## src/rtl/ahb_pkg.sv

```systemverilog
// Shared AHB-Lite encodings and the master FSM state type.
package ahb_pkg;

    typedef enum logic [1:0] {
        HTRANS_IDLE   = 2'b00,
        HTRANS_BUSY   = 2'b01,
        HTRANS_NONSEQ = 2'b10,
        HTRANS_SEQ    = 2'b11
    } htrans_e;

    typedef enum logic [1:0] {
        HRESP_OKAY  = 2'b00,
        HRESP_ERROR = 2'b01,
        HRESP_RETRY = 2'b10,
        HRESP_SPLIT = 2'b11
    } hresp_e;

    localparam logic [2:0] HBURST_SINGLE = 3'b000;
    localparam logic [2:0] HBURST_INCR   = 3'b001;
    localparam logic [2:0] HBURST_WRAP4  = 3'b010;
    localparam logic [2:0] HBURST_INCR4  = 3'b011;
    localparam logic [2:0] HBURST_WRAP8  = 3'b100;
    localparam logic [2:0] HBURST_INCR8  = 3'b101;
    localparam logic [2:0] HBURST_WRAP16 = 3'b110;
    localparam logic [2:0] HBURST_INCR16 = 3'b111;

    localparam logic [2:0] HSIZE_BYTE  = 3'b000;
    localparam logic [2:0] HSIZE_HALF  = 3'b001;
    localparam logic [2:0] HSIZE_WORD  = 3'b010;
    localparam logic [2:0] HSIZE_DWORD = 3'b011;

    localparam logic [3:0] HPROT_RESET = 4'b0011;

    typedef enum logic [1:0] {
        ST_IDLE,
        ST_ADDR,
        ST_DATA,
        ST_ERR
    } state_e;

endpackage

```

## src/rtl/ahb_addr_gen.sv

```systemverilog
// Next-beat address for an incrementing burst, plus a flag when the new
// address starts a fresh 1KB region (and so must restart with NONSEQ).
module ahb_addr_gen #(
    parameter int AW = 32
) (
    input  logic [AW-1:0] addr,
    input  logic [2:0]    size,
    output logic [AW-1:0] next_addr,
    output logic          cross_1k
);

    assign next_addr = addr + (AW'(1) << size);
    assign cross_1k  = (next_addr[9:0] == 10'd0);

endmodule

```

## src/rtl/ahb_lite_master.sv

```systemverilog
// AHB-Lite single-master initiator: turns command requests into pipelined
// NONSEQ/SEQ transfers, streaming write data in and read data out.
module ahb_lite_master
    import ahb_pkg::*;
#(
    parameter int AW = 32,
    parameter int DW = 32,
    parameter int RW = 2,
    parameter int LW = 8
) (
    input  logic          hclk,
    input  logic          hresetn,
    input  logic          cmd_valid,
    output logic          cmd_ready,
    input  logic          cmd_write,
    input  logic [AW-1:0] cmd_addr,
    input  logic [2:0]    cmd_size,
    input  logic [LW-1:0] cmd_len,
    input  logic [3:0]    cmd_prot,
    input  logic [DW-1:0] wr_data,
    output logic          wr_pop,
    output logic          rd_valid,
    output logic [DW-1:0] rd_data,
    output logic          rd_last,
    output logic          done,
    output logic          done_err,
    output logic [AW-1:0] haddr,
    output logic [1:0]    htrans,
    output logic          hwrite,
    output logic [2:0]    hsize,
    output logic [2:0]    hburst,
    output logic [3:0]    hprot,
    output logic [DW-1:0] hwdata,
    input  logic [DW-1:0] hrdata,
    input  logic          hready,
    input  logic [RW-1:0] hresp
);

    localparam logic [2:0] MAX_SIZE = 3'($clog2(DW / 8));

    state_e        state_q, state_d;
    htrans_e       htrans_q, htrans_d;
    logic [AW-1:0] haddr_q, haddr_d;
    logic          hwrite_q, hwrite_d;
    logic [2:0]    hsize_q, hsize_d;
    logic [2:0]    hburst_q, hburst_d;
    logic [3:0]    hprot_q, hprot_d;
    logic [DW-1:0] hwdata_q, hwdata_d;
    logic [LW-1:0] addr_left_q, addr_left_d;
    logic          data_act_q, data_act_d;
    logic          rd_valid_q, rd_valid_d;
    logic [DW-1:0] rd_data_q, rd_data_d;
    logic          rd_last_q, rd_last_d;
    logic          done_q, done_d;
    logic          done_err_q, done_err_d;

    logic [AW-1:0] next_addr;
    logic          cross_1k;
    logic          addr_acc;
    logic          resp_err;

    ahb_addr_gen #(.AW(AW)) u_addr_gen (
        .addr      (haddr_q),
        .size      (hsize_q),
        .next_addr (next_addr),
        .cross_1k  (cross_1k)
    );

    assign addr_acc = hready && (htrans_q == HTRANS_NONSEQ || htrans_q == HTRANS_SEQ);
    assign resp_err = (hresp == RW'(HRESP_ERROR));

    always_comb begin
        state_d     = state_q;
        htrans_d    = htrans_q;
        haddr_d     = haddr_q;
        hwrite_d    = hwrite_q;
        hsize_d     = hsize_q;
        hburst_d    = hburst_q;
        hprot_d     = hprot_q;
        hwdata_d    = hwdata_q;
        addr_left_d = addr_left_q;
        data_act_d  = data_act_q;
        rd_valid_d  = 1'b0;
        rd_data_d   = rd_data_q;
        rd_last_d   = 1'b0;
        done_d      = 1'b0;
        done_err_d  = 1'b0;
        wr_pop      = 1'b0;

        unique case (state_q)
            ST_IDLE: begin
                data_act_d = 1'b0;
                if (cmd_valid) begin
                    if (cmd_size > MAX_SIZE) begin
                        done_d     = 1'b1;
                        done_err_d = 1'b1;
                    end else begin
                        state_d     = ST_ADDR;
                        htrans_d    = HTRANS_NONSEQ;
                        haddr_d     = cmd_addr;
                        hwrite_d    = cmd_write;
                        hsize_d     = cmd_size;
                        hburst_d    = (cmd_len != '0) ? HBURST_INCR : HBURST_SINGLE;
                        hprot_d     = cmd_prot;
                        addr_left_d = cmd_len;
                    end
                end
            end

            ST_ADDR, ST_DATA: begin
                if (data_act_q && resp_err) begin
                    // ERROR cancels any pending address phase immediately
                    htrans_d = HTRANS_IDLE;
                    if (hready) begin
                        data_act_d = 1'b0;
                        done_d     = 1'b1;
                        done_err_d = 1'b1;
                        state_d    = ST_IDLE;
                    end else begin
                        state_d = ST_ERR;
                    end
                end else begin
                    if (data_act_q && hready) begin
                        data_act_d = 1'b0;
                        if (!hwrite_q) begin
                            rd_valid_d = 1'b1;
                            rd_data_d  = hrdata;
                            rd_last_d  = (state_q == ST_DATA);
                        end
                        if (state_q == ST_DATA) begin
                            done_d  = 1'b1;
                            state_d = ST_IDLE;
                        end
                    end
                    if (addr_acc) begin
                        data_act_d = 1'b1;
                        wr_pop     = hwrite_q;
                        if (hwrite_q) begin
                            hwdata_d = wr_data;
                        end
                        if (addr_left_q == '0) begin
                            htrans_d = HTRANS_IDLE;
                            state_d  = ST_DATA;
                        end else begin
                            haddr_d     = next_addr;
                            htrans_d    = cross_1k ? HTRANS_NONSEQ : HTRANS_SEQ;
                            addr_left_d = addr_left_q - LW'(1);
                        end
                    end
                end
            end

            ST_ERR: begin
                if (hready) begin
                    data_act_d = 1'b0;
                    done_d     = 1'b1;
                    done_err_d = 1'b1;
                    state_d    = ST_IDLE;
                end
            end

            default: state_d = ST_IDLE;
        endcase
    end

    always_ff @(posedge hclk or negedge hresetn) begin
        if (!hresetn) begin
            state_q     <= ST_IDLE;
            htrans_q    <= HTRANS_IDLE;
            haddr_q     <= '0;
            hwrite_q    <= 1'b0;
            hsize_q     <= 3'b000;
            hburst_q    <= HBURST_SINGLE;
            hprot_q     <= HPROT_RESET;
            hwdata_q    <= '0;
            addr_left_q <= '0;
            data_act_q  <= 1'b0;
            rd_valid_q  <= 1'b0;
            rd_data_q   <= '0;
            rd_last_q   <= 1'b0;
            done_q      <= 1'b0;
            done_err_q  <= 1'b0;
        end else begin
            state_q     <= state_d;
            htrans_q    <= htrans_d;
            haddr_q     <= haddr_d;
            hwrite_q    <= hwrite_d;
            hsize_q     <= hsize_d;
            hburst_q    <= hburst_d;
            hprot_q     <= hprot_d;
            hwdata_q    <= hwdata_d;
            addr_left_q <= addr_left_d;
            data_act_q  <= data_act_d;
            rd_valid_q  <= rd_valid_d;
            rd_data_q   <= rd_data_d;
            rd_last_q   <= rd_last_d;
            done_q      <= done_d;
            done_err_q  <= done_err_d;
        end
    end

    assign cmd_ready = (state_q == ST_IDLE);
    assign haddr     = haddr_q;
    assign htrans    = htrans_q;
    assign hwrite    = hwrite_q;
    assign hsize     = hsize_q;
    assign hburst    = hburst_q;
    assign hprot     = hprot_q;
    assign hwdata    = hwdata_q;
    assign rd_valid  = rd_valid_q;
    assign rd_data   = rd_data_q;
    assign rd_last   = rd_last_q;
    assign done      = done_q;
    assign done_err  = done_err_q;

endmodule

```

## config.mk

```make
export PLATFORM = sky130hd
export DESIGN_NAME = ahb_lite_master
export DESIGN_NICKNAME = d
export VERILOG_FILES = /design/src/rtl/ahb_pkg.sv /design/src/rtl/ahb_addr_gen.sv /design/src/rtl/ahb_lite_master.sv
export SDC_FILE = /design/constraint.sdc
export NUM_CORES = 1
export LEC_CHECK = 0
export CORE_AREA = 3 3 118 120
export DETAILED_ROUTE_END_ITERATION = 10
export DIE_AREA = 0 0 121 123
export PLACE_DENSITY_LB_ADDON = 0.08
export SYNTH_ARGS = -nofsm -noshare
export SYNTH_HDL_FRONTEND = slang
export SYNTH_SLANG_ARGS = --single-unit
```

## constraint.sdc

```tcl
create_clock -name hclk -period 5.2 [get_ports hclk]
set_clock_uncertainty 0.15 [all_clocks]
set_input_delay 1.04 -clock hclk [delete_from_list [all_inputs] [get_ports hclk]]
set_output_delay 1.04 -clock hclk [all_outputs]
set_load 0.1 [all_outputs]
```

==> results of run 1 <==
-- sequential cells by signal, indices dropped and copies added, names as in the netlist --
name	flops
rd_last	1
rd_data	32
addr_left_q	8
hsize	3
htrans	2
hburst	1
hprot	4
state_q	2
data_act_q	1
haddr	32
done_err	1
done	1
hwdata	32
hwrite	1
rd_valid	1
-- final cells by class --
type                            count  area (sq um)  area share
Tap cell                          176           220      0.0239
Timing Repair Buffer              237          2360       0.256
Inverter                           13          48.8     0.00529
Clock inverter                     10           140      0.0152
Clock buffer                       22           474      0.0514
Multi-Input combinational cell    407          2930       0.317
Sequential cell                   122          3060       0.331
-- how the worst min path moves through the flow --
stage	cells after the start	end	slack (ns)
after floorplan	2	addr_left_q[0]	0.32
after global placement	1	hburst[0]	0.33
after detailed placement	1	hburst[0]	0.33
after CTS	1	hburst[0]	0.34
after global routing	1	hburst[0]	0.37
final	1	hburst[0]	0.34
-- synth_stat cells (5+ instances only) --
cell / instances / area (sq um)
sky130_fd_sc_hd__dfrtp_1: 120 / 3000
sky130_fd_sc_hd__mux2_2: 71 / 800
sky130_fd_sc_hd__a21oi_1: 50 / 250
sky130_fd_sc_hd__nand2_1: 42 / 158
sky130_fd_sc_hd__o21ai_0: 26 / 130
sky130_fd_sc_hd__nand3_1: 23 / 115
sky130_fd_sc_hd__nor2_1: 21 / 78.8
sky130_fd_sc_hd__o22ai_1: 19 / 119
sky130_fd_sc_hd__mux2i_1: 18 / 180
sky130_fd_sc_hd__and3_1: 14 / 87.6
sky130_fd_sc_hd__buf_2: 13 / 65.1
sky130_fd_sc_hd__ha_1: 13 / 163
sky130_fd_sc_hd__inv_1: 13 / 48.8
sky130_fd_sc_hd__clkbuf_1: 10 / 37.5
sky130_fd_sc_hd__nor3_1: 9 / 45.0
sky130_fd_sc_hd__o211ai_1: 8 / 60.1
sky130_fd_sc_hd__a22oi_1: 7 / 52.6
sky130_fd_sc_hd__nand4_1: 7 / 43.8
sky130_fd_sc_hd__nor4_1: 7 / 43.8
sky130_fd_sc_hd__nand2b_1: 5 / 31.3
sky130_fd_sc_hd__o21a_1: 5 / 37.5
-- through the flow --
step                setup slack, ns  area [sq um]
global route                   1.21          9230
CTS                            1.36          9230
finish                         1.37          9230
detailed placement             1.27          8620
floorplan                      1.44          6200
global placement               1.40          8620
-- per-layer routing --
metal | global-route usage | part of all wire | vias up
met1 | 0.302 | 0.41 | 2671
met2 | 0.400 | 0.50 | 241
met4 | 0.103 | 0.026 | 0
met5 | 0 | 0 | -
met3 | 0.0640 | 0.071 | 42
li1 | - | - | 2566
-- kinds of logic (layout without fill, tap and decap cells) --
| group | after synthesis | after routing | synth area share |
|---|---|---|---|
| and+or+nand+nor | 149 | 149 | 0.125 |
| AOI/OAI and AO/OA | 147 | 147 | 0.149 |
| DFF | 122 | 122 | 0.493 |
| muxes | 89 | 89 | 0.158 |
| buffers and inverters | 45 | 282 | 0.0366 |
| adders and majority gates | 14 | 14 | 0.0295 |
| xor gates and xnor gates | 6 | 6 | 0.00848 |
| other | 1 | 2 | 0.000605 |
==> impl.org, run 1 <==
** Run status
- Outcome :: finished clean

** CTS
- Clock latency on the worst-skew pair, taken at its later pin, is 0.42 ns.
- Post-CTS timing repair inserted 0 buffers for setup.
- After clock tree synthesis, the clock-pin slew on the worst setup and hold paths is 0.05 ns.
- Sink count of the clock tree :: 122
- # H-tree levels :: 4
- In this run the clock root is driven by a sky130_fd_sc_hd__clkbuf_16.
- In this run, CTS created clock tree buffers numbering 17.
- CTS tree :: built
- No sink is reached through more buffers than the 2 on the longest clock path.
- After clock tree synthesis, the repair step resized 0 gates.
- After clock tree synthesis, the flow added hold-fix buffers numbering 0.

** Yosys
- Counting flops with a built-in enable in the synthesized netlist gives 0.
- After synthesis the netlist holds a flip-flop and latch count of 122.
- Sequential share of the synthesized area :: 0.493
- Mean post-synth cell area :: 10.8 sq um
- Total number of yosys warnings :: 0
- Counting distinct cell types in the post-synthesis netlist gives 63.
- Counting flops with an async set or reset pin after synthesis yields a share of 1.00.
- Post-synthesis instance area :: 6190 sq um
- Top FF cell, synth :: sky130_fd_sc_hd__dfrtp_1
- Mapped Cells :: 573

** Setup path
- The worst setup path is launched from an input pin.
- STA puts the critical path data arrival time at 2.64 ns.
- Depth of the most critical reg-to-reg path :: 11
- Launch point of the worst path :: hresp[0]
- Library cell contributing the largest single delay on the critical path :: sky130_fd_sc_hd__clkdlybuf4s50_1
- Reg-to-reg endpoint :: addr_left_q[3]
- Along the worst path, the maximum fanout reaches 5.
- For the worst setup path, the data required time is 4.01 ns.
- The worst setup path is of the in2out kind.
- The critical path goes through clkdlybuf4s50_1, nand3b_1, nand4_1, or2_2, inv_1, buf_12.
- Worst setup path endpoint :: wr_pop
- Critical path's top delay family :: simple AND/OR/NAND/NOR gates
- Endpoint kind of the worst setup timing path :: primary output
- Maximum single-stage delay on the critical path :: 0.49 ns
- Number of cells on the critical path :: 6
- Slack of the worst reg-to-reg path :: 1.74 ns
- The worst register-to-register path begins at state_q[0].
- Buf+Inv Stages, Crit Path :: 3

** Placed design
- Estimated wirelength of the detail-placed design :: 13000 um
- Routability-driven placement finished with a final weighted congestion of 0.867.
- Once placement completed, the tool counted placed cells totaling 955.
- In this run the tool buffered the top-level ports with 230 buffer cells.

** Cells and area
- The finished layout holds 987 standard cells, fillers aside.
- Most common cell after layout, fill and taps aside :: sky130_fd_sc_hd__clkdlybuf4s50_1
- Leading cell types in the layout, fill and taps excluded :: 228 x sky130_fd_sc_hd__clkdlybuf4s50_1, 120 x sky130_fd_sc_hd__dfrtp_1, 71 x sky130_fd_sc_hd__mux2_2
- At the end of the flow the core is filled with cells to 0.705.
- Number of fill cells :: 976
- Share of final-layout standard cells stronger than drive strength 1 :: 0.150
- Relative to the synthesized area, the layout overhead comes to 49.0%.
- After the last flow step, the layout net total stands at 930.
- The number of antenna diodes in the final layout is 0.

** Timing
- Setup violations remaining at the end of the flow were counted as 0.
- At the pin with the least slew margin, the transition time is 1.08 ns.
- Headroom to the max-slew limit came out at 0.276.
- In the finished design, the share of the clock period the worst path needs comes to 0.736.
- Hold Violations, Final :: 0
- Achievable clock frequency :: 261 MHz
- Setup repair after global routing left no endpoint under its margin.
- In the final timing run, aggregate negative setup slack is 0 ns.
- Final period demand of the worst path :: 3.83 ns
- The number of slew-limit violations in the final report was 0.
- Hold timing on the final database bottoms out at a slack of 0.340 ns.

** Detailed routing
- DRT Pass-1 Iters :: 4
- Sum of routed wire length over all layers :: 17900 um
- ANT nets after route :: 0
- For this run, design rule violations remaining after detail routing come to 0.
- DRT iter0 DRCs :: 387
- Number of vias per cell :: 5.59
- Detailed routing inserted a total of 5520 vias.
- Post-detailed-route wirelength per cell :: 18.1 um

** Worst hold path
- Worst hold path startpoint :: hburst[0]
- The worst hold path belongs to the class reg2reg.

** Floorplanning
- Count of standard-cell rows :: 42
- Pin placement for this block handled 233 I/O pins.
- DIE HEIGHT :: 123 um
- The total area inside the core boundary comes to 13100 sq um.
- Width of the chip :: 121 um
- Die outline area :: 14900 sq um
- Initial core utilization :: 0.473

** GRT
- Global-route wire length before repair :: 28300 um
- The initial antenna violation count is 0.
- In the global route stage, overall resource usage came out at 0.242.
- Maximum number of pins on one net before global-route repair :: 48
- The via count of the first global-routing pass is 5588.
- For this run the aggregate overflow at the end of global routing stands at 0.

** Run
- Max-cap violations in this run came to 0.
Power of run 1 is not shown: default switching activity piles up to over one toggle a cycle in this logic, so the estimate is an artifact.
==> inputs of run 2 (changes only) <==
--- a/config.mk
+++ b/config.mk
@@ -5,9 +5,9 @@
 export SDC_FILE = /design/constraint.sdc
 export NUM_CORES = 1
 export LEC_CHECK = 0
-export CORE_AREA = 3 3 118 120
+export CORE_AREA = 3 3 122 124
 export DETAILED_ROUTE_END_ITERATION = 10
-export DIE_AREA = 0 0 121 123
+export DIE_AREA = 0 0 125 127
 export PLACE_DENSITY_LB_ADDON = 0.08
 export SYNTH_ARGS = -nofsm -noshare
 export SYNTH_HDL_FRONTEND = slang
==> constraint.sdc (replaced) <==
create_clock -name hclk -period 3.6 [get_ports hclk]
set_clock_uncertainty 0.15 [all_clocks]
set_input_delay 0.72 -clock hclk [delete_from_list [all_inputs] [get_ports hclk]]
set_output_delay 0.72 -clock hclk [all_outputs]
set_load 0.1 [all_outputs]
==> run 2 against run 1 <==
Global-route usage fell by 1.7 points. Flip-flop and latch count did not move. Critical path depth rose by 1.
==> impl.org, run 2 (synthesis gave the netlist of run 1 again) <==
** Setup path
- The worst register-to-register path has a setup slack of 0.52 ns.
- Worst reg2reg path startpoint :: hsize[0]
- The worst register-to-register path ends at haddr[21].
- In this run the worst setup path begins at state_q[0].
- Data required time at the worst endpoint :: 2.73 ns
- The number of cells on the worst reg-to-reg path is 8.
- Crit path launch type :: flop
- Category of the most critical setup path :: reg2out
- Worst Path Max Fanout :: 24
- Data on the critical path arrives at its endpoint at 2.28 ns.
- STA classifies the critical path endpoint as a primary output.

** Cells and area
- The library cells used most frequently in the layout, excluding fill and tap cells, are 169 x sky130_fd_sc_hd__clkdlybuf4s50_1, 120 x sky130_fd_sc_hd__dfrtp_1, 72 x sky130_fd_sc_hd__buf_4.
- Layout-stage area growth over the synthesis result :: 46.8%
- Most common cell after layout, fill and taps aside :: sky130_fd_sc_hd__clkdlybuf4s50_1
- Area occupied by multi-input gates :: 2930 sq um
- In the final design database the tool counted 936 nets.
- The repair_antennas step left the layout with diodes totalling 0.
- Storage cell area :: 3060 sq um
- Of the cells placed in the final design, the portion with a size suffix greater than 1 is 0.225.
- Counting the fill cells in the layout gives 1108.

** Detailed routing
- Post-detailed-route wirelength per cell :: 17.7 um
- DRT Pass-1 Iters :: 5
- Dividing the detail-routed via count by the number of cells gives 5.53.
- DRT iter0 DRCs :: 352
- ANT nets after route :: 0
- Via count :: 5503
- In the routed design, unresolved DRC markers number 0.
- Sum of routed wire length over all layers :: 17600 um

** GRT
- Entering global routing, the biggest net connects 70 pins.
- The first global-routing pass estimated 29300 um of wire.
- In the global route stage, overall resource usage came out at 0.226.
- Number of antenna violations at the first check in global routing :: 0
- Total grt overflow :: 0
- The via count of the first global-routing pass came to 5730.

** Timing
- Based on the critical path, the design can be clocked at up to 318 MHz.
- Max Transition Viols Final :: 0
- Final setup viols :: 0
- Tcrit/Tclk final :: 0.875
- The smallest clock period supported by the final layout is computed as 3.15 ns.
- RSZ-0062 raised after global routing :: false
- Worst relative slew slack :: 0.330
- At the pin with the least slew margin, the transition time is 1.00 ns.
- In the final timing run, aggregate negative setup slack is 0 ns.
- The final number of hold-violating endpoints came to 0.

** Placed design
- The congestion estimate from routability-driven global placement came to 0.887.
- Buffers placed on the I/O ports in this run total 230.
- Summed over all nets, the half-perimeter wirelength after detailed placement is 13000 um.

** Floorplanning
- Pin placement for this block handled 233 I/O pins.
- Core Region :: 13900 sq um
- Initial core utilization :: 0.446
- Count of standard-cell rows :: 43
- Die outline area :: 15900 sq um
- Width of the chip :: 125 um
- DIE HEIGHT :: 127 um

** CTS
- Number of buffers created by CTS :: 17
- Sink count of the clock tree :: 122
- The clock passes through at most 2 buffers.
- Cts repair resizes :: 0
- Once the clock tree was built, the setup fixing pass inserted 0 buffers.
- After clock tree synthesis, the clock-pin slew on the worst setup and hold paths is 0.05 ns.
- CTS tree :: built
- Skew-Pair Late Insertion Delay :: 0.41 ns
- # hold bufs at CTS :: 0
- # H-tree levels :: 4
- Buffer type at the clock tree root :: sky130_fd_sc_hd__clkbuf_16

** Run
- Max-cap violations in this run came to 0.

** Run status
- The run finished with clean final reports.

** Worst hold path
- The tightest min-delay check is of the in2async type.
run 2: final cells by class:
type / count / area share
Sequential cell: 122 / 0.336
Multi-Input combinational cell: 407 / 0.322
Timing Repair Buffer: 243 / 0.250
Clock buffer: 23 / 0.0515
Tap cell: 180 / 0.0248
Clock inverter: 8 / 0.0105
Inverter: 13 / 0.00537
run 2: per-stage QoR:
step / util / hold WS (ns) / setup WS (ns) / area, sq um / std cells
final: 0.655 / 0.210 / 0.451 / 9090 / 996
after global routing: 0.655 / 0.248 / 0.125 / 9090 / 996
after CTS: 0.655 / 0.218 / 0.428 / 9090 / 996
after detailed placement: 0.615 / 0.333 / 0.430 / 8530 / 965
after global placement: 0.615 / 0.328 / 0.476 / 8530 / 965
after floorplan: - / 0.274 / 0.223 / 6200 / 574
run 2: worst max-delay path: stages, from the launching register on:
cell	delay [ns]
sky130_fd_sc_hd__dfrtp_1	0.40
sky130_fd_sc_hd__inv_1	0.10
sky130_fd_sc_hd__ha_1	0.30
sky130_fd_sc_hd__buf_4	0.26
sky130_fd_sc_hd__nand4_1	0.19
sky130_fd_sc_hd__or2_2	0.33
sky130_fd_sc_hd__inv_1	0.10
sky130_fd_sc_hd__buf_12	0.18
run 2: worst max-delay path by stage:
stage / to / depth (start not counted) / slack (ns)
floorplan: htrans[0] / 9 / 0.22
global placement: haddr[11] / 6 / 0.48
detailed placement: haddr[11] / 6 / 0.43
CTS: wr_pop / 7 / 0.43
global route: htrans[0] / 8 / 0.12
finish: wr_pop / 7 / 0.45
run 2: per-layer routing:
layer	wire, um	vias up	GRT usage
met3	1260	27	0.0585
li1	-	2579	-
met1	7600	2657	0.293
met5	0	-	0
met2	8440	240	0.370
met4	340	0	0.0784
Power of run 2 is left out for the same reason.
==> inputs of run 3 (changes only) <==
--- a/config.mk
+++ b/config.mk
@@ -9,6 +9,7 @@
 export DETAILED_ROUTE_END_ITERATION = 10
 export DIE_AREA = 0 0 125 127
 export PLACE_DENSITY_LB_ADDON = 0.08
+export REMOVE_ABC_BUFFERS = 1
 export SYNTH_ARGS = -nofsm -noshare
 export SYNTH_HDL_FRONTEND = slang
 export SYNTH_SLANG_ARGS = --single-unit
==> run 3 against run 2 <==
Utilization grew 0.13 points. Clock-buffer cell count shrank 2. Final area grew 0.19%. Via count grew 0.56%. Non-clock buffer count grew 3. Worst hold slack gained 0.029 ns. Flip-flop and latch count is the same. Worst setup slack gained 0.0015 ns. Global-route usage shrank 0.17 points. Die area is the same. Critical path type is now in2out.
==> impl.org, run 3 (synthesis gave the netlist of run 1 again) <==
** Setup path
- Crit path launch type :: input pin
- Depth of the most critical reg-to-reg path :: 8
- Worst setup path endpoint :: wr_pop
- STA classifies the critical path endpoint as a primary output.
- The critical path in this run is classified as in2out.
- Maximum single-stage delay on the critical path :: 0.48 ns
- Reg-to-reg endpoint :: haddr[21]
- The startpoint identified for the worst register-to-register timing path is hsize[0].
- At the worst endpoint, the required time is 2.73 ns.
- Among all stages on the critical path, the largest delay is contributed by sky130_fd_sc_hd__clkdlybuf4s50_1.
- Slack of the worst reg-to-reg path :: 0.63 ns
- CP arrival :: 2.28 ns
- Worst Path Max Fanout :: 5
- Walking the worst path, the cells encountered are clkdlybuf4s50_1, nand3b_1, nand4_1, or2_2, inv_1, buf_12.
- The critical path starts at hresp[0].

** Timing
- Final setup viols :: 0
- Of the available clock period, the critical path in the final layout requires 0.874.
- Achievable clock frequency :: 318 MHz
- The final number of hold-violating endpoints is 0.
- Final period demand of the worst path :: 3.15 ns
- The number of slew-limit violations in the final report is 0.
- At the pin with the least slew margin, the transition time is 1.01 ns.
- RSZ-0062 raised after global routing :: false
- Worst relative slew slack :: 0.327

** Cells and area
- Area occupied by multi-input gates :: 2930 sq um
- Number of fill cells :: 1114
- In the final layout, the share of cells above drive strength 1 is 0.231.
- Leading cell types in the layout, fill and taps excluded :: 166 x sky130_fd_sc_hd__clkdlybuf4s50_1, 120 x sky130_fd_sc_hd__dfrtp_1, 78 x sky130_fd_sc_hd__buf_4
- Storage cell area :: 3060 sq um
- From synthesis to final layout, the design area changed by 47.1%.
- 0 antenna diodes ended up in the layout.
- The library cell used most frequently in the layout, excluding fill and tap cells, is sky130_fd_sc_hd__clkdlybuf4s50_1.
- Layout Nets :: 939
- After routing the design area is 9110 sq um.

** Detailed routing
- Number of vias per cell :: 5.55
- The detail route stage leaves a number of antenna-violating nets equal to 0.
- In this run the top signal layer used is met4.
- In this run, the number of DRC markers left after iteration 0 of detailed routing was 326.
- For this run, design rule violations remaining after detail routing come to 0.
- Length of routed met3 wiring :: 970 um
- Sum of routed wire segments on met1 :: 7250 um
- Sum of met2 wire segment lengths after detailed routing :: 8960 um
- Sum of routed wire length over all layers :: 17500 um
- Post-detailed-route wirelength per cell :: 17.6 um
- The final route contains 5534 vias.
- The pre-antenna-repair detailed-routing pass consisted of 5 iterations.

** GRT
- The initial antenna violation count was 0.
- The via count of the first global-routing pass is 5687.
- The first global-routing pass estimated 28900 um of wire.
- Entering global routing, the biggest net connects 57 pins.
- Total grt overflow :: 0
- Total track usage :: 0.224

** Floorplanning
- Count of standard-cell rows :: 43
- Die outline area :: 15900 sq um
- Number of ports placed on the die boundary :: 233
- The core region is 13900 sq um.
- Initial core utilization :: 0.446
- DIE HEIGHT :: 127 um
- Width of the chip :: 125 um

** CTS
- The clock tree synthesis step divided the H-tree into 4 levels.
- The clock passes through at most 2 buffers.
- The clock drives 122 sinks.
- CTS tree :: built
- Clock latency on the worst-skew pair, taken at its later pin, is 0.41 ns.
- In this run, CTS created clock tree buffers numbering 17.
- Number of buffers inserted by post-CTS setup repair :: 0
- # hold bufs at CTS :: 0
- Cts repair resizes :: 0
- In this run the clock root is driven by a sky130_fd_sc_hd__clkbuf_16.
- Clock input transition at the sequential cells of the worst setup and hold paths :: 0.05 ns

** Placed design
- Gpl congestion :: 0.877
- Number of input and output port buffers inserted :: 230
- Estimated wirelength of the detail-placed design :: 13100 um
- The placed instances occupy a cell area of 8550 sq um.

** Worst hold path
- The path class of the tightest hold or removal check is in2async.

** Run status
- The flow ran to the end, and the final reports show no timing, DRC or antenna violations.

** Run
- Across the run, the number of max-cap violations was 0.
run 3: layer usage:
| metal | vias to the layer above | global-route usage |
|---|---|---|
| met2 | 197 | 0.388 |
| met3 | 25 | 0.0514 |
| met1 | 2724 | 0.278 |
| met5 | - | 0 |
| met4 | 0 | 0.0765 |
| li1 | 2588 | - |
run 3: worst min path at each step:
stage                     slack, ns             end  startpoint
final                          0.24          hwrite     hresetn
after floorplan                0.27  addr_left_q[0]     hresetn
after CTS                      0.25          hwrite     hresetn
after global placement         0.33       hburst[0]   hburst[0]
after detailed placement       0.34      hwdata[21]  hwdata[21]
after global routing           0.29          hwrite     hresetn
run 3: critical path, delay by kind of cell:
family                 cells  cell delay [ns]
buffers and inverters      3             0.76
and+or+nand+nor            3             0.79
run 3: final cells by class:
| class | instances | share of cell area |
|---|---|---|
| clock buffers | 21 | 0.0483 |
| clock inverters | 9 | 0.0137 |
| inverters | 13 | 0.00535 |
| multi-input cells | 407 | 0.322 |
| flip-flops and latches | 122 | 0.335 |
| well taps | 180 | 0.0247 |
| repair buffers | 246 | 0.251 |
run 3: per-stage QoR:
step / hold slack, ns / TNS, ns / worst slack, ns / utilization / instances
CTS: 0.250 / 0 / 0.448 / 0.656 / 998
global placement: 0.331 / 0 / 0.489 / 0.616 / 968
global route: 0.293 / 0 / 0.301 / 0.656 / 998
floorplan: 0.274 / -15.26 / -0.427 / - / 542
detailed placement: 0.341 / 0 / 0.445 / 0.616 / 968
finish: 0.239 / 0 / 0.452 / 0.656 / 998
Power of run 3 is left out for the same reason.
